--- config.mk ---
export PLATFORM = sky130hd
export DESIGN_NAME = display_sequencer
export DESIGN_NICKNAME = d
export VERILOG_FILES = /design/src/rtl/display_sequencer_pkg.sv /design/src/rtl/display_sequencer_bcd_score.sv /design/src/rtl/display_sequencer.sv
export SDC_FILE = /design/constraint.sdc
export NUM_CORES = 1
export LEC_CHECK = 0
export ABC_AREA = 1
export CORE_UTILIZATION = 30
export DETAILED_ROUTE_END_ITERATION = 10
export GPL_ROUTABILITY_DRIVEN = 0
export PLACE_DENSITY = 0.49
export SLEW_MARGIN = 20
export SYNTH_ARGS = -nofsm -noshare
export SYNTH_HDL_FRONTEND = slang
export SYNTH_HIERARCHICAL = 1
export SYNTH_SLANG_ARGS = --single-unit
--- constraint.sdc ---
create_clock -name clk -period 2.15 [get_ports clk]
set_input_delay 0.43 -clock clk [delete_from_list [all_inputs] [get_ports clk]]
set_output_delay 0.43 -clock clk [all_outputs]
set_load 0.05 [all_outputs]
--- src/rtl/display_sequencer_pkg.sv ---
// Shared definitions for the board display sequencer: game state codes
// (which double as the hex0 mode digit), display constants and the
// time-bar thermometer helper.
package display_sequencer_pkg;

  // Game state; the encoding is also the value shown on hex0.
  typedef logic [1:0] state_t;

  localparam state_t ST_IDLE = 2'd0;
  localparam state_t ST_PLAY = 2'd1;
  localparam state_t ST_OVER = 2'd2;
  localparam state_t ST_QUIT = 2'd3;

  localparam logic [3:0] HEX_BLANK = 4'hF;
  localparam logic [9:0] LED_MATCH = 10'h3FF;
  localparam logic [9:0] LED_MISS  = 10'h155;

  // Number of bar segments at the start of a game.
  localparam logic [3:0] BAR_FULL = 4'd10;

  // Lowest `level` LEDs lit; levels above 10 light the whole bar.
  function automatic logic [9:0] thermometer(input logic [3:0] level);
    logic [9:0] t;
    for (int i = 0; i < 10; i++) begin
      t[i] = (i < int'(level));
    end
    return t;
  endfunction

endpackage

--- src/rtl/display_sequencer_bcd_score.sv ---
// Two-digit BCD score counter that saturates at 99. Exposes the next-cycle
// digits so the parent can register display outputs in step with the score.
module bcd_score_counter (
  input  logic       clk,
  input  logic       resetn,
  input  logic       clr,
  input  logic       inc,
  output logic [3:0] ones_next,
  output logic [3:0] tens_next,
  output logic       at_max
);

  logic [3:0] ones_q, ones_d;
  logic [3:0] tens_q, tens_d;

  assign at_max    = (tens_q == 4'd9) && (ones_q == 4'd9);
  assign ones_next = ones_d;
  assign tens_next = tens_d;

  // Next score: clear wins over increment, increment stops at 99.
  // NOTE: every signal assigned in always_comb gets a default first, so no path leaves it unassigned and no latch is inferred.
  always_comb begin
    ones_d = ones_q;
    tens_d = tens_q;
    if (clr) begin
      ones_d = 4'd0;
      tens_d = 4'd0;
    end else if (inc && !at_max) begin
      if (ones_q == 4'd9) begin
        ones_d = 4'd0;
        tens_d = tens_q + 4'd1;
      end else begin
        ones_d = ones_q + 4'd1;
      end
    end
  end

  // Score digit registers.
  // NOTE: sequential state uses non-blocking (<=) so every flop samples pre-edge values; combinational blocks use blocking (=).
  always_ff @(posedge clk or negedge resetn) begin
    if (!resetn) begin
      ones_q <= 4'd0;
      tens_q <= 4'd0;
    end else begin
      ones_q <= ones_d;
      tens_q <= tens_d;
    end
  end

endmodule

--- src/rtl/display_sequencer.sv ---
// Game-level controller for the board display: runs the idle/play/over/quit
// state machine, the one-second tick, the countdown time bar, the BCD score
// and the match/mismatch flash, and registers the holder signals consumed
// by the 7-segment/LEDR display block.
module display_sequencer #(
  parameter int TICK_DIV     = 50_000_000,
  parameter int BAR_STEP     = 6,
  parameter int FLASH_CYCLES = 25_000_000
) (
  input  logic       clk,
  input  logic       resetn,
  input  logic       start,
  input  logic       userquit,
  input  logic       match_pulse,
  input  logic       mismatch_pulse,
  output logic       ingameOn,
  output logic       gameOver,
  output logic [3:0] hex0hldr,
  output logic [3:0] hex4hldr,
  output logic [3:0] hex5hldr,
  output logic [9:0] ledrhldr
);

  import display_sequencer_pkg::*;

  localparam int TW = $clog2(TICK_DIV);
  localparam int SW = (BAR_STEP > 1) ? $clog2(BAR_STEP) : 1;
  localparam int FW = $clog2(FLASH_CYCLES + 1);

  state_t          state_q, state_d;
  logic [TW-1:0]   tick_cnt_q, tick_cnt_d;
  logic [SW-1:0]   sec_cnt_q, sec_cnt_d;
  logic [3:0]      bar_q, bar_d;
  logic [FW-1:0]   flash_cnt_q, flash_cnt_d;
  logic            flash_match_q, flash_match_d;

  logic            tick;
  logic            enter_play;
  logic            score_clr, score_inc, score_max;
  logic [3:0]      ones_next, tens_next;

  logic            ingame_q, ingame_d;
  logic            over_q, over_d;
  logic [3:0]      hex0_q, hex0_d;
  logic [3:0]      hex4_q, hex4_d;
  logic [3:0]      hex5_q, hex5_d;
  logic [9:0]      led_q, led_d;

  bcd_score_counter u_score (
    .clk       (clk),
    .resetn    (resetn),
    .clr       (score_clr),
    .inc       (score_inc),
    .ones_next (ones_next),
    .tens_next (tens_next),
    .at_max    (score_max)
  );

  // Next game state, tick/second/bar counters, flash and score control.
  always_comb begin
    state_d       = state_q;
    tick_cnt_d    = tick_cnt_q;
    sec_cnt_d     = sec_cnt_q;
    bar_d         = bar_q;
    flash_cnt_d   = flash_cnt_q;
    flash_match_d = flash_match_q;
    tick          = 1'b0;
    enter_play    = 1'b0;
    score_clr     = 1'b0;
    score_inc     = 1'b0;

    case (state_q)
      ST_IDLE: if (start) enter_play = 1'b1;
      ST_PLAY: begin
        if (userquit) begin
          // Quit wins outright; a same-cycle match is dropped.
          state_d = ST_QUIT;
        end else begin
          if ((bar_q == 4'd0) || score_max) state_d = ST_OVER;
          // A match on the timeout cycle still scores and shows in OVER.
          score_inc = match_pulse;

          if (tick_cnt_q == TW'(TICK_DIV - 1)) begin
            tick_cnt_d = '0;
            tick       = 1'b1;
          end else begin
            tick_cnt_d = tick_cnt_q + 1'b1;
          end

          if (tick) begin
            if (sec_cnt_q == SW'(BAR_STEP - 1)) begin
              sec_cnt_d = '0;
              if (bar_q != 4'd0) bar_d = bar_q - 1'b1;
            end else begin
              sec_cnt_d = sec_cnt_q + 1'b1;
            end
          end

          // A new pulse restarts the flash; match outranks mismatch.
          if (match_pulse || mismatch_pulse) begin
            flash_cnt_d   = FW'(FLASH_CYCLES);
            flash_match_d = match_pulse;
          end else if (flash_cnt_q != '0) begin
            flash_cnt_d = flash_cnt_q - 1'b1;
          end
        end

        // Counters and flash only live inside PLAY.
        if (state_d != ST_PLAY) begin
          tick_cnt_d    = '0;
          sec_cnt_d     = '0;
          flash_cnt_d   = '0;
          flash_match_d = 1'b0;
        end
      end
      ST_OVER: if (start) enter_play = 1'b1;
      ST_QUIT: if (start) state_d = ST_IDLE;
      default: state_d = ST_IDLE;
    endcase

    if (enter_play) begin
      state_d       = ST_PLAY;
      score_clr     = 1'b1;
      bar_d         = BAR_FULL;
      tick_cnt_d    = '0;
      sec_cnt_d     = '0;
      flash_cnt_d   = '0;
      flash_match_d = 1'b0;
    end
  end

  // Display holders computed from next-state values so they update on the
  // same edge as the state they describe.
  always_comb begin
    ingame_d = 1'b0;
    over_d   = 1'b0;
    hex0_d   = {2'b00, state_d};
    hex4_d   = HEX_BLANK;
    hex5_d   = HEX_BLANK;
    led_d    = '0;
    case (state_d)
      ST_PLAY: begin
        ingame_d = 1'b1;
        hex4_d   = ones_next;
        hex5_d   = tens_next;
        if (flash_cnt_d != '0) led_d = flash_match_d ? LED_MATCH : LED_MISS;
        else                   led_d = thermometer(bar_d);
      end
      ST_OVER: begin
        over_d = 1'b1;
        hex4_d = ones_next;
        hex5_d = tens_next;
      end
      default: ;
    endcase
  end

  // Control state and output registers.
  // NOTE: all control flops and output holders take the async reset; there is no storage array here that could be left unreset.
  always_ff @(posedge clk or negedge resetn) begin
    if (!resetn) begin
      state_q       <= ST_IDLE;
      tick_cnt_q    <= '0;
      sec_cnt_q     <= '0;
      bar_q         <= 4'd0;
      flash_cnt_q   <= '0;
      flash_match_q <= 1'b0;
      ingame_q      <= 1'b0;
      over_q        <= 1'b0;
      hex0_q        <= 4'd0;
      hex4_q        <= HEX_BLANK;
      hex5_q        <= HEX_BLANK;
      led_q         <= '0;
    end else begin
      state_q       <= state_d;
      tick_cnt_q    <= tick_cnt_d;
      sec_cnt_q     <= sec_cnt_d;
      bar_q         <= bar_d;
      flash_cnt_q   <= flash_cnt_d;
      flash_match_q <= flash_match_d;
      ingame_q      <= ingame_d;
      over_q        <= over_d;
      hex0_q        <= hex0_d;
      hex4_q        <= hex4_d;
      hex5_q        <= hex5_d;
      led_q         <= led_d;
    end
  end

  assign ingameOn = ingame_q;
  assign gameOver = over_q;
  assign hex0hldr = hex0_q;
  assign hex4hldr = hex4_q;
  assign hex5hldr = hex5_q;
  assign ledrhldr = led_q;

endmodule

==> impl_metrics.tcl, run 1 <==
set metrics [dict create \
    clk_latency_ns 0.36 \
    peakVddDrop_uv 807 \
    synthCells 752 \
    clockPowerShare_pct 14.2 \
    crit_type "flip-flop to flip-flop" \
    clock_skew_ns 0.0100 \
    grtUsageTotal_pct 17.8 \
    p_leak_nw 4.23 \
    dieHeight_um 135 \
    detail-route-antenna-nets 0 \
    synth-seq-area-share_pct 42.0 \
    violations "negative setup slack" \
    seq_power_share_pct 22.3 \
    avgRoutedWirePerCell_um 12.8 \
    core_area_mm2 0.0173 \
    drive_gt1_share_pct 40.7 \
    slew_headroom_pct 66.4 \
    rr_endpoint "ledrhldr[1]" \
    std_cell_rows 48 \
    htree_levels 3 \
    cts_tree "built" \
    slowest_delay_ns 0.40 \
    dr.pass1.iters 4 \
    cpMostUsedCell "nand2_4" \
    comb_power_share_pct 63.6 \
    hold_viol 0 \
    clock_sinks 89 \
    via_count 5439 \
    synthesis.area_mm2 0.00533 \
    worstPathCellList "inv_2 -> ha_4 -> nand2_4 -> nor2_4 -> nand2_4 -> inv_2 -> nand2_4 -> buf_12 -> buf_12 -> buf_6 -> nand3_4 -> nand2_4 -> a21oi_4 -> nand3_2 -> nor2_4 -> nand2_4 -> nand2_4 -> nand2_4 -> nor2_1" \
    critical_path_required_ns 2.43 \
    switchingPower_mw 4.73 \
    synth.distinct_cells 43 \
    r2r-start "flash_cnt_q[0]" \
    cts_buffer_depth 2 \
    numCtsBuffers 9 \
    cts_root_buf "clkbuf_16" \
    n_antenna_cell 0 \
    worst_setup_path_start_kind "flip-flop" \
    fin_total_pwr_mw 10.7 \
    slew_viol_final 0 \
    synth_edf_count 0 \
    avgViaCountPerCell 4.45 \
    p_int_mw 6.01 \
    critPathMaxFanout 5 \
    fin_cells 1223 \
    mostFrequentLayoutCells "buf_4, nand2_1, inv_1, dfrtp_1, nor2_1" \
    rsz0062_at_grt "true" \
    setup.worst_path.end_class "flip-flop" \
    synthToLayoutAreaGrowth_pct 57.2 \
    avgSynthCellArea_um2 7.09 \
    slowest_stage "dfrtp_1" \
    wirelength_um 15600 \
    finalCriticalPeriod_ns 2.51 \
    overflow 0 \
    worst_ep_arrival_time_ns 2.79 \
    r2r_setup_slack_ns -0.36 \
    hold_path.class "input pin to async pin" \
    dp.cells 1173 \
    fin_crit_sh_pct 117 \
    antenna_found_initial 0 \
    worst-r2r-cell-count 19 \
    layout_commonest_cell "buf_4" \
    status "finished with violations" \
    tightest_slew_ns 0.503 \
    place_hpwl_um 11400 \
    grt_pass1_vias 5358 \
    drtIter0Drc 277 \
    clkSlewWorstSetupHoldPaths_ns 0.07 \
    layout_setup_ws_ns -0.355 \
    powerDensity_mw_per_mm2 1280 \
    hold_slack_ns 0.0632 \
    power.share.switching_pct 44.0 \
    async_flop_share_pct 100 \
    max_clock_freq_mhz 399 \
    drcViolationCount 0 \
    ios 30 \
    cap_violations 0 \
    setup_viol 15 \
    dieArea_mm2 0.0183 \
    nets 1006 \
    grt_first_pass_wirelength_um 25300 \
    ys_ff_latch 89 \
    grt_start_max_net_pins 59 \
    synth_ff_type "dfrtp_1" \
    dieWidth_um 135 \
    io_buffers 27 \
    floorplan.initialDensity_pct 30.8 \
    yosysWarnings 6 \
]
[routing by layer]
layer  GRT usage (%)  part of all wire, %  up-vias
met5               0                    0        -
met4            4.93                  1.3        0
met3            3.74                  2.5       13
met2            32.0                   51       54
met1            21.4                   45     2529
li1                -                    -     2843
[cell families after synthesis]
logic type | synth area share (%)
xor gates and xnor gates | 0.986
adders and majority gates | 1.64
DFF | 42.0
and+or+nand+nor | 38.9
AOI/OAI and AO/OA | 6.92
other | 0.0703
buffers and inverters | 9.50
[per-stage QoR]
stage	utilization (%)	setup TNS, ns	area, um2	worst slack, ns
2_1_floorplan	-	-0.0720	5370	-0.0720
3_3_place_gp	41.9	-17.47	7240	-0.727
3_5_place_dp	41.9	-18.04	7240	-0.720
4_1_cts	46.4	-2.85	8020	-0.303
5_1_grt	48.5	-6.93	8380	-0.528
6_report	48.5	-3.42	8380	-0.355
[cells in the mapped netlist, types with 5 or more instances]
library cell / n / area, um2
nand2_1: 198 / 743
inv_1: 111 / 417
nor2_1: 109 / 409
dfrtp_1: 81 / 2030
nand3_1: 65 / 325
o21ai_0: 25 / 125
nor3_1: 22 / 110
a21oi_1: 17 / 85.1
nor2_2: 17 / 106
nand2_2: 10 / 62.6
nand4_1: 9 / 56.3
dfstp_2: 8 / 210
or2_2: 8 / 50.1
ha_1: 7 / 87.6
inv_2: 6 / 22.5
nand2_4: 5 / 56.3
nor2_4: 5 / 56.3
xor2_1: 5 / 43.8
[cell type report]
| type | count | area, um2 |
|---|---|---|
| Fill cell | 1706 | 8920 |
| Clock inverter | 5 | 38.8 |
| Inverter | 118 | 452 |
| Tap cell | 225 | 282 |
| Multi-Input combinational cell | 537 | 3140 |
| Timing Repair Buffer | 238 | 1990 |
| Clock buffer | 11 | 243 |
| Sequential cell | 89 | 2240 |
[timing repair]
item	in CTS	in global routing
hold buffers	0	0
endpoints found under the setup margin	31	39
resized for setup	80	90
setup buffers	29	9
gates cloned	1	0
pin swaps	52	54
[critical path: cells and delay by family (launching register included)]
kind / cells / cell delay, ns
simple gates: 12 / 1.18
buf+inv: 5 / 0.55
flops: 1 / 0.40
compound gates: 1 / 0.17
fa+ha+maj: 1 / 0.15
[power groups by stage]
stage          Sequential [mW]  Combinational, mW  Clock (mW)
6_report                  2.39               6.82        1.52
5_1_grt                   2.43               7.42        1.64
4_1_cts                   2.39               6.55        1.58
3_5_place_dp              2.40               5.76           0
3_3_place_gp              2.41               5.76           0
2_1_floorplan             3.09               2.51           0
[worst max-delay path by stage]
| stage | start | endpoint | slack (ns) | depth (start not counted) |
|---|---|---|---|---|
| after floorplan | hex0hldr[1] | tick_cnt_q[25] | -0.07 | 16 |
| after global placement | userquit | ledrhldr[7] | -0.73 | 16 |
| after detailed placement | userquit | ledrhldr[2] | -0.72 | 16 |
| after CTS | flash_cnt_q[1] | ledrhldr[3] | -0.30 | 21 |
| after global routing | flash_cnt_q[1] | ledrhldr[1] | -0.53 | 22 |
| final | flash_cnt_q[0] | ledrhldr[1] | -0.36 | 19 |
[registers in the layout, summed over array words and instances, names as in the netlist]
register / count
hex4hldr: 4
tick_cnt_q: 26
flash_match_q: 1
hex5hldr: 4
bar_q: 4
flash_cnt_q: 25
ingameOn: 1
u_score/tens_q: 4
sec_cnt_q: 3
hex0hldr: 2
ledrhldr: 10
u_score/ones_q: 4
gameOver: 1
(Power assumes the default switching activity.)
==> run 2, diff against run 1 <==
--- a/config.mk
+++ b/config.mk
@@ -6,6 +6,7 @@
 export NUM_CORES = 1
 export LEC_CHECK = 0
 export ABC_AREA = 1
+export CORE_ASPECT_RATIO = 0.5
 export CORE_UTILIZATION = 30
 export DETAILED_ROUTE_END_ITERATION = 10
 export GPL_ROUTABILITY_DRIVEN = 0
==> impl_metrics.tcl, run 2 (same netlist as run 1, synthesis figures left out) <==
set metrics [dict create \
    dieWidth_um 191 \
    clk_latency_ns 0.35 \
    dp.cells 1177 \
    cap_violations 0 \
    drcViolationCount 0 \
    powerDensity_mw_per_mm2 1290 \
    peakVddDrop_uv 997 \
    avgViaCountPerCell 4.50 \
    cts_tree "built" \
    synthToLayoutAreaGrowth_pct 57.2 \
    clkSlewWorstSetupHoldPaths_ns 0.07 \
    place_hpwl_um 11500 \
    violations "negative setup slack" \
    fin_tns_setup_ns -2.76 \
    largest_reg_flops 26 \
    htree_levels 3 \
    hold_path.class "input pin to async pin" \
    setup_viol 11 \
    p_leak_nw 4.25 \
    max_flop_register "tick_cnt_q" \
    finalCriticalPeriod_ns 2.45 \
    rr_endpoint "ledrhldr[9]" \
    wirelength_um 15800 \
    grt_start_max_net_pins 37 \
    crit_type "flip-flop to flip-flop" \
    cts_buffer_depth 2 \
    tightest_slew_ns 0.514 \
    fillCellCount 1681 \
    final_core_util_pct 48.2 \
    std_cell_rows 34 \
    layout_setup_ws_ns -0.302 \
    regArea_mm2 0.00224 \
    grt_first_pass_wirelength_um 25300 \
    dieArea_mm2 0.0183 \
    drive_gt1_share_pct 41.6 \
    dr.pass1.iters 4 \
    via_count 5532 \
    core_area_mm2 0.0174 \
    worst_setup_path_start_kind "flip-flop" \
    status "finished with violations" \
    worst_ep_arrival_time_ns 2.73 \
    io_buffers 27 \
    antenna_found_initial 0 \
    slew_headroom_pct 65.6 \
    grt_pass1_vias 5269 \
    critical_path_required_ns 2.43 \
    rsz0062_at_grt "true" \
    grtUsageTotal_pct 17.7 \
    clock_skew_ns 0.00789 \
    overflow 0 \
    cts_root_buf "clkbuf_16" \
    multiInputGateArea_mm2 0.00317 \
    max_clock_freq_mhz 408 \
    avgRoutedWirePerCell_um 12.9 \
    setup.worst_path.end_class "flip-flop" \
    detail-route-antenna-nets 0 \
    fin_crit_sh_pct 114 \
    dieHeight_um 96.3 \
    place_ws_ns -0.634 \
    numCtsBuffers 9 \
    fin_cells 1229 \
    clock_sinks 89 \
    floorplan.initialDensity_pct 30.6 \
    ios 30 \
    r2r-start "flash_cnt_q[19]" \
    worst-r2r-cell-count 18 \
    critPathMaxFanout 7 \
    n_antenna_cell 0 \
    nets 1003 \
    holdBufCountCts 0 \
    slew_viol_final 0 \
    r2r_setup_slack_ns -0.30 \
    hold_viol 0 \
    drtIter0Drc 256 \
    layout_commonest_cell "buf_4" \
    mostFrequentLayoutCells "buf_4, nand2_1, inv_1, dfrtp_1, nor2_1" \
]
-- run 2: cell count changes in the layout (fill, tap and decap cells not counted), moves of 3 or more --
cell | before | now
nor2_1 | 73 | 69
nand2_1 | 175 | 168
inv_1 | 96 | 99
buf_6 | 13 | 9
inv_6 | 1 | 4
nor2_4 | 25 | 22
nand2_2 | 27 | 33
inv_2 | 18 | 15
nor2_2 | 33 | 41
-- run 2: worst max-delay path by stage --
| stage | start | endpoint | slack [ns] |
|---|---|---|---|
| global placement | start | ledrhldr[2] | -0.60 |
| global route | flash_cnt_q[19] | ledrhldr[1] | -0.47 |
| CTS | flash_cnt_q[15] | ledrhldr[6] | -0.27 |
| floorplan | hex0hldr[1] | tick_cnt_q[25] | -0.07 |
| finish | flash_cnt_q[19] | ledrhldr[9] | -0.30 |
| detailed placement | userquit | ledrhldr[0] | -0.63 |
-- run 2: area by class of cell --
type                       count  area share (%)
multi-input combinational    538            37.8
sequential                    89            26.8
timing repair buffer         234            22.9
inverter                     118            5.37
tap                          234            3.49
clock buffer                  10            2.85
clock inverter                 6           0.836
-- run 2: what timing repair did --
action,CTS,global route
pin swaps,18,61
setup buffers,17,18
setup endpoints to repair,28,32
cloned,2,0
gates resized for setup,49,128
-- run 2: worst max-delay path, stage by stage (launching register included) --
cell	delay, ns
dfrtp_1	0.41
nor2_4	0.15
nand2_2	0.09
nor2_4	0.15
nand2_4	0.08
buf_12	0.13
nor2_8	0.19
nor2_4	0.11
nand3_1	0.08
nand2_1	0.06
nand2_2	0.08
nand2_2	0.07
nor2_4	0.13
nand3_2	0.10
nor2_4	0.20
nand2_4	0.11
nand2_4	0.09
nand2_4	0.07
nor2_2	0.08
-- run 2: through the flow --
| stage | area [um2] | power (mW) | hold slack [ns] |
|---|---|---|---|
| floorplan | 5370 | 5.60 | 0.134 |
| global placement | 7220 | 8.05 | 0.393 |
| detailed placement | 7220 | 8.06 | 0.394 |
| CTS | 7830 | 10.2 | 0.0260 |
| global route | 8380 | 11.5 | 0.0417 |
| finish | 8380 | 10.8 | 0.0137 |
-- run 2: power by group --
group / leakage [nW] / total (mW) / internal, mW / switching (mW)
Combinational: 2.94 / 6.70 / 2.91 / 3.79
Sequential: 1.16 / 2.40 / 2.15 / 0.251
Clock: 0.154 / 1.68 / 0.949 / 0.732
Total: 4.25 / 10.8 / 6.01 / 4.77
-- run 2: metal layers --
layer	track usage (%)	vias up	wire length, um
li1	-	2840	-
met1	23.1	2610	7800
met2	29.8	60	7350
met3	3.35	22	394
met4	5.07	0	262
met5	0	-	0
